$ cat src/rtl/end_sync_pkg.sv
// Shared types and constants for the end-synchronisation block.
package end_sync_pkg;

  localparam int unsigned MAX_NUM_MEMORIES = 32;

  typedef enum logic {
    COLLECT = 1'b0,
    EMIT    = 1'b1
  } state_e;

  // A zero-memory build still needs a 1-bit vector to keep the ports legal.
  function automatic int unsigned mem_vec_w(input int unsigned n);
    return (n == 0) ? 1 : n;
  endfunction

endpackage

$ cat src/rtl/end_sync_done_tracker.sv
// Sticky per-memory completion flags with ready generation and an all-done summary.
module end_sync_done_tracker
  import end_sync_pkg::*;
#(
  parameter  int unsigned N = 2,
  localparam int unsigned W = mem_vec_w(N)
) (
  input  logic         clk,
  input  logic         rst,
  input  logic         en_i,
  input  logic         clear_i,
  input  logic [W-1:0] valid_i,
  output logic [W-1:0] ready_o,
  output logic         all_done_o
);

  // With N = 0 the mask removes the unused filler bit: never ready, always done.
  localparam logic [W-1:0] MASK = (N == 0) ? '0 : '1;

  logic [W-1:0] done_q;
  logic [W-1:0] done_d;
  logic [W-1:0] fire;

  assign ready_o    = en_i ? (~done_q & MASK) : '0;
  assign fire       = valid_i & ready_o;
  assign all_done_o = &(done_q | fire | ~MASK);
  assign done_d     = clear_i ? '0 : (done_q | fire);

  always_ff @(posedge clk) begin
    if (!rst) begin
      done_q <= '0;
    end else begin
      done_q <= done_d;
    end
  end

endmodule

$ cat src/rtl/end_sync_mem.sv
// Joins one kernel result with NUM_MEMORIES completion tokens into a single end token.
// Optional END_SYNC_MEM_BYPASS_EN: emit in the completing cycle instead of one cycle later.
module end_sync_mem
  import end_sync_pkg::*;
#(
  parameter  int unsigned DATA_WIDTH   = 32,
  parameter  int unsigned NUM_MEMORIES = 2,
  localparam int unsigned NM_W         = mem_vec_w(NUM_MEMORIES)
) (
  input  logic                  clk,
  input  logic                  rst,
  input  logic [DATA_WIDTH-1:0] ins,
  input  logic                  ins_valid,
  output logic                  ins_ready,
  input  logic [NM_W-1:0]       mem_done_valid,
  output logic [NM_W-1:0]       mem_done_ready,
  output logic [DATA_WIDTH-1:0] outs,
  output logic                  outs_valid,
  input  logic                  outs_ready
);

  state_e                state_q;
  state_e                state_d;
  logic                  res_got_q;
  logic                  res_got_d;
  logic [DATA_WIDTH-1:0] data_q;
  logic [DATA_WIDTH-1:0] data_d;

  logic collect;
  logic res_fire;
  logic res_now;
  logic all_done;
  logic complete;
  logic clear;

  assign collect   = (state_q == COLLECT);
  assign ins_ready = collect & ~res_got_q;
  assign res_fire  = ins_valid & ins_ready;
  assign res_now   = res_got_q | res_fire;
  // Includes tokens transferring this cycle, so the set can complete in one edge.
  assign complete  = collect & res_now & all_done;

  end_sync_done_tracker #(
    .N (NUM_MEMORIES)
  ) u_done (
    .clk        (clk),
    .rst        (rst),
    .en_i       (collect),
    .clear_i    (clear),
    .valid_i    (mem_done_valid),
    .ready_o    (mem_done_ready),
    .all_done_o (all_done)
  );

  always_comb begin
    state_d    = state_q;
    res_got_d  = res_got_q;
    data_d     = data_q;
    clear      = 1'b0;
    outs_valid = 1'b0;
    outs       = data_q;
    if (res_fire) begin
      data_d = ins;
    end
    case (state_q)
      COLLECT: begin
        res_got_d = res_now;
        if (complete) begin
`ifdef END_SYNC_MEM_BYPASS_EN
          outs_valid = 1'b1;
          outs       = res_fire ? ins : data_q;
          if (outs_ready) begin
            clear     = 1'b1;
            res_got_d = 1'b0;
          end else begin
            state_d = EMIT;
          end
`else
          state_d = EMIT;
`endif
        end
      end
      EMIT: begin
        outs_valid = 1'b1;
        if (outs_ready) begin
          clear     = 1'b1;
          res_got_d = 1'b0;
          state_d   = COLLECT;
        end
      end
      default: state_d = COLLECT;
    endcase
  end

  always_ff @(posedge clk) begin
    if (!rst) begin
      state_q   <= COLLECT;
      res_got_q <= 1'b0;
      data_q    <= '0;
    end else begin
      state_q   <= state_d;
      res_got_q <= res_got_d;
      data_q    <= data_d;
    end
  end

endmodule

$ cat config.mk
export PLATFORM = sky130hd
export DESIGN_NAME = end_sync_mem
export DESIGN_NICKNAME = d
export VERILOG_FILES = /design/src/rtl/end_sync_pkg.sv /design/src/rtl/end_sync_done_tracker.sv /design/src/rtl/end_sync_mem.sv
export SDC_FILE = /design/constraint.sdc
export NUM_CORES = 1
export LEC_CHECK = 0
export ABC_CLOCK_PERIOD_IN_PS = 1200
export CAP_MARGIN = 20
export CORE_MARGIN = 10
export CORE_UTILIZATION = 40
export DETAILED_ROUTE_END_ITERATION = 8
export DONT_BUFFER_PORTS = 1
export RECOVER_POWER = 25
export SYNTH_ARGS = -nofsm -noshare
export SYNTH_HDL_FRONTEND = slang
export SYNTH_SLANG_ARGS = --single-unit
$ cat constraint.sdc
create_clock -name clk -period 1.2 [get_ports clk]
set_clock_uncertainty 0.2 [all_clocks]
set_input_delay 0.12 -clock clk [delete_from_list [all_inputs] [get_ports clk]]
set_output_delay 0.12 -clock clk [all_outputs]
set_load 0.05 [all_outputs]
## Yosys cells after proc, flatten, opt, wreduce, memory -nomap -nowiden

Index checks and enable logic that the tools add are counted.

- Memory bits (writable): 0
- Bits in read-only memories: 0
- Output and inout bits: 36
- Memories kept: 0
- Bits in latches: 0
- Word-level logic and storage cells: 27
- Bits in registers: 36

- Shifts and indexed selects: 0
- Equal/unequal tests: 1
- Bitwise gates (word level): 11
- Divide/modulo/power cells: 0
- Multiply operators: 0
- Reduce and logical (&&, ||, !) cells: 2
- Mux-type cells: 9
- Add/sub/neg operators: 0
- Magnitude comparators: 0

Operator list:

| kind | count |
|---|---|
| 1-bit 2-to-1 mux | 6 |
| 1-bit bitwise AND | 4 |
| 1-bit one-hot mux with 2 select lines | 2 |
| 1-bit NOT | 3 |
| 2-bit bitwise AND | 1 |
| 2-bit 2-to-1 mux | 1 |
| 2-bit != test, second input constant | 1 |
| 2-bit NOT | 1 |
| 2-bit bitwise OR | 1 |
| 2-bit AND reduction | 1 |
| 2-bit OR reduction | 1 |
| 1-bit bitwise OR | 1 |

## Logic depth before layout (Yosys ltp)

- Depth in word-level cells: 8
- Depth in mapped cells: 5
- Mapped depth without buffers: 2

## By module

A second synthesis with hierarchy kept.

- Cell total of the unflattened synthesis: 165
- Area, all modules: 1,360.1 µm²

Modules (own cells, without submodules):

| module | area an instance (µm²) | times used | cells each |
|---|---|---|---|
| end_sync_mem | 1,266.2 | 1 | 153 |
| end_sync_done_tracker | 93.8 | 1 | 12 |

## Worst setup path after synthesis

No wires, ideal clock.

- Path type: reg-to-output
- From: reg state_q
- To: out mem_done_ready[1]
- Path slack: -0.506 ns
- Data arrival time: 1.386 ns
- Stages on the path, launching flop included: 3
- Buffers on the path: 1
- Path through: dfxtp_1 > buf_2 > nor2_1

- Longest elaborated chain between the ends: 1

RTL lines:

| what | RTL line | text |
|---|---|---|
| start: declaration | end_sync_mem.sv:22 | `state_e state_q;` |
| start signal: assignment | end_sync_mem.sv:101 | `state_q <= state_d;` |
| 2-bit 2-to-1 mux | end_sync_done_tracker.sv:24 | `assign ready_o = en_i ? (~done_q & MASK) : '0;` |
| end: declaration | end_sync_mem.sv:16 | `output logic [NM_W-1:0] mem_done_ready,` |

No other way between the ends.

## Worst setup path in the final report

- From: reg state_q
- To: out mem_done_ready[0]

The elaborated chain is that of the path after synthesis.

==> out/results.tsv <==
metric	value	unit
worstPathArrival	1.06	ns
grt_use_total	13.5	%
post-route-period-util	115	%
synth_top_area_share	47.5	%
final_common_cell	nand2_1	
swShare	31.5	%
holdWs	-0.245	ns
synth_warnings	0	
ys.flop_type	dfxtp_1	
fin_util	64.3	%
gp_congestion	0.745	
nNetsFinal	268	
rsz0062_at_grt	yes	
route.detailed.drc	0	
yosys.area.top_type	dfxtp_1	
syn_nets	200	
netlist_top_cells_area	dfxtp_1 (48%), mux2i_1 (21%), nand2_1 (16%)	
setup_viol	37	
most-common-layout-cells	nand2_1 (64), dfxtp_1 (34), buf_4 (33)	
grt_pass1_wl	7.12	mm
port_buffers	0	
hold_viol_final	36	
crit_type	reg -> out	
synth_edf_count	0	
cts_tree	done	
violations	negative hold slack, negative setup slack	
area_delta_synth_final	55.1	%
io_pins	74	
ys_seq_elements	36	
power.density	1390	nW/um^2
avgSynthCellArea	9.36	sq um
multi_input_area	716	sq um
rows	22	
placedCellCount	234	
maxSlewHeadroom	78.2	%
nFillCells	313	
route.vias.total	1325	
vias_per_cell	4.73	
drtAntennaViolNets	0	
first_global_vias	1483	
syn_area	1520	sq um
antenna_found_initial	0	
grt-ovfl-total	0	
start_util	41.4	%
dr.first_iter.drc_count	43	
avgRoutedWirePerCell	15.8	um
clkTransAtPathRegs	0.07	ns
placed_cell_area	1790	sq um
setup_slack	-0.175	ns
p_switching	1.03	mW
worstPathRequired	0.88	ns
first_pass_iters	4	
root_buffer	clkbuf_8	
drive_gt1_share	26.8	%
clock_sinks	36	
async_flop_share	0	%
die_y	81.6	um
worst_pin_slew	0.326	ns
final_cells	280	
irDropWorstVdd	0.806	mV
pwr-share-clk	28.0	%
hpwlAfterDp	2.88	mm
die_w	81.6	um
cts_made_buffers	5	
dieArea	6650	sq um
ys_types	19	
p_comb_share	30.7	%
cts_max_level	2	
internal-power	2.25	mW
synth_cells	162	
crit_path_end_kind	output pin	
grt_max_degree	70	
drv_slew	0	
ys_seq_area_share	47.5	%
fmax	0.727	GHz
finalCriticalPeriod	1.38	ns
seqPwrFrac	41.3	%
fin_area	2350	sq um
finalWirelength	4.43	mm
insertion_delay	0.28	ns
pre_cts_slack	-0.145	ns
hold_class	in -> reg	
max-cap-violations	0	
regArea	726	sq um
clk_path_buf_depth	2	
critPathLaunchType	flip-flop	
core_area	3660	sq um
p_leak	1.03	nW
status	finished with violations	
path_max_fanout	6	
==> timing repair <==
item,CTS,global route
hold buffers,26,2
gates resized for setup,11,8
hold endpoints to repair,36,36
cloned,3,0
endpoints found under the setup margin,36,40
buffers inserted,6,0
pin swaps,4,2
==> critical path, cell delays in order, from the launching register on <==
cell and delay [ns]:
dfxtp_4 0.36, buf_8 0.14, nor2_4 0.27
==> Yosys cell counts, types with 2 or more instances <==
master / number
nand2_1: 64
dfxtp_1: 36
mux2i_1: 32
buf_2: 4
a21boi_0: 3
buf_12: 3
clkbuf_1: 3
nor2_1: 3
buf_6: 2
nor2b_1: 2
o21a_1: 2
==> cell type report <==
type	instances	area share (%)
multi-input combinational	113	30.4
tap	48	2.55
antenna	1	0.106
timing repair buffer	74	31.8
sequential	36	30.9
clock buffer	8	4.26
==> sequential cells by signal, summed over array words and instances, names as in the netlist <==
name	cells
state_q	1
res_got_q	1
u_done.done_q	2
outs	32
==> routing by layer <==
metal	vias up	global-route usage [%]	wire (um)
met2	55	23.8	2280
met5	-	0	0
met4	0	5.95	60
li1	661	-	-
met1	602	13.7	1630
met3	7	5.68	448
==> cell families (layout without fill, tap and decap cells) <==
| logic type | count (synthesis) | count (layout) | synth area share, % |
|---|---|---|---|
| buf+inv | 13 | 82 | 8.00 |
| compound gates | 9 | 9 | 4.21 |
| flops | 36 | 36 | 47.5 |
| simple gates | 72 | 72 | 19.1 |
| mux | 32 | 32 | 21.1 |
| other cells | 0 | 1 | 0 |
==> stage by stage <==
step	hold WS [ns]	setup TNS (ns)	total power [mW]
6_report	-0.245	-4.87	3.28
5_1_grt	-0.245	-7.81	3.40
4_1_cts	-0.252	-4.89	3.29
3_5_place_dp	0.0466	-3.62	2.18
3_3_place_gp	0.0475	-2.10	2.15
2_1_floorplan	0.0621	-2.79	2.03
==> worst paths after layout <==
kind	slack, ns	from	endpoint	depth (start not counted)
min reg2reg	0.26	outs[11]$_SDFFE_PN0P_	outs[11]$_SDFFE_PN0P_	2
max reg2reg	-0.17	state_q$_SDFF_PN0_	outs[23]$_SDFFE_PN0P_	4
min	-0.25	rst	res_got_q$_SDFFE_PN0P_	1
max	-0.18	state_q$_SDFF_PN0_	mem_done_ready[0]	2
==> power groups by stage <==
| stage | logic [mW] | clock network (mW) | registers, mW |
|---|---|---|---|
| after floorplan | 0.357 | 0 | 1.67 |
| after global placement | 0.785 | 0 | 1.37 |
| after detailed placement | 0.803 | 0 | 1.38 |
| after CTS | 0.995 | 0.939 | 1.35 |
| after global routing | 1.06 | 0.975 | 1.37 |
| final | 1.01 | 0.919 | 1.35 |
Note: power is estimated with default switching activity, not from simulation.
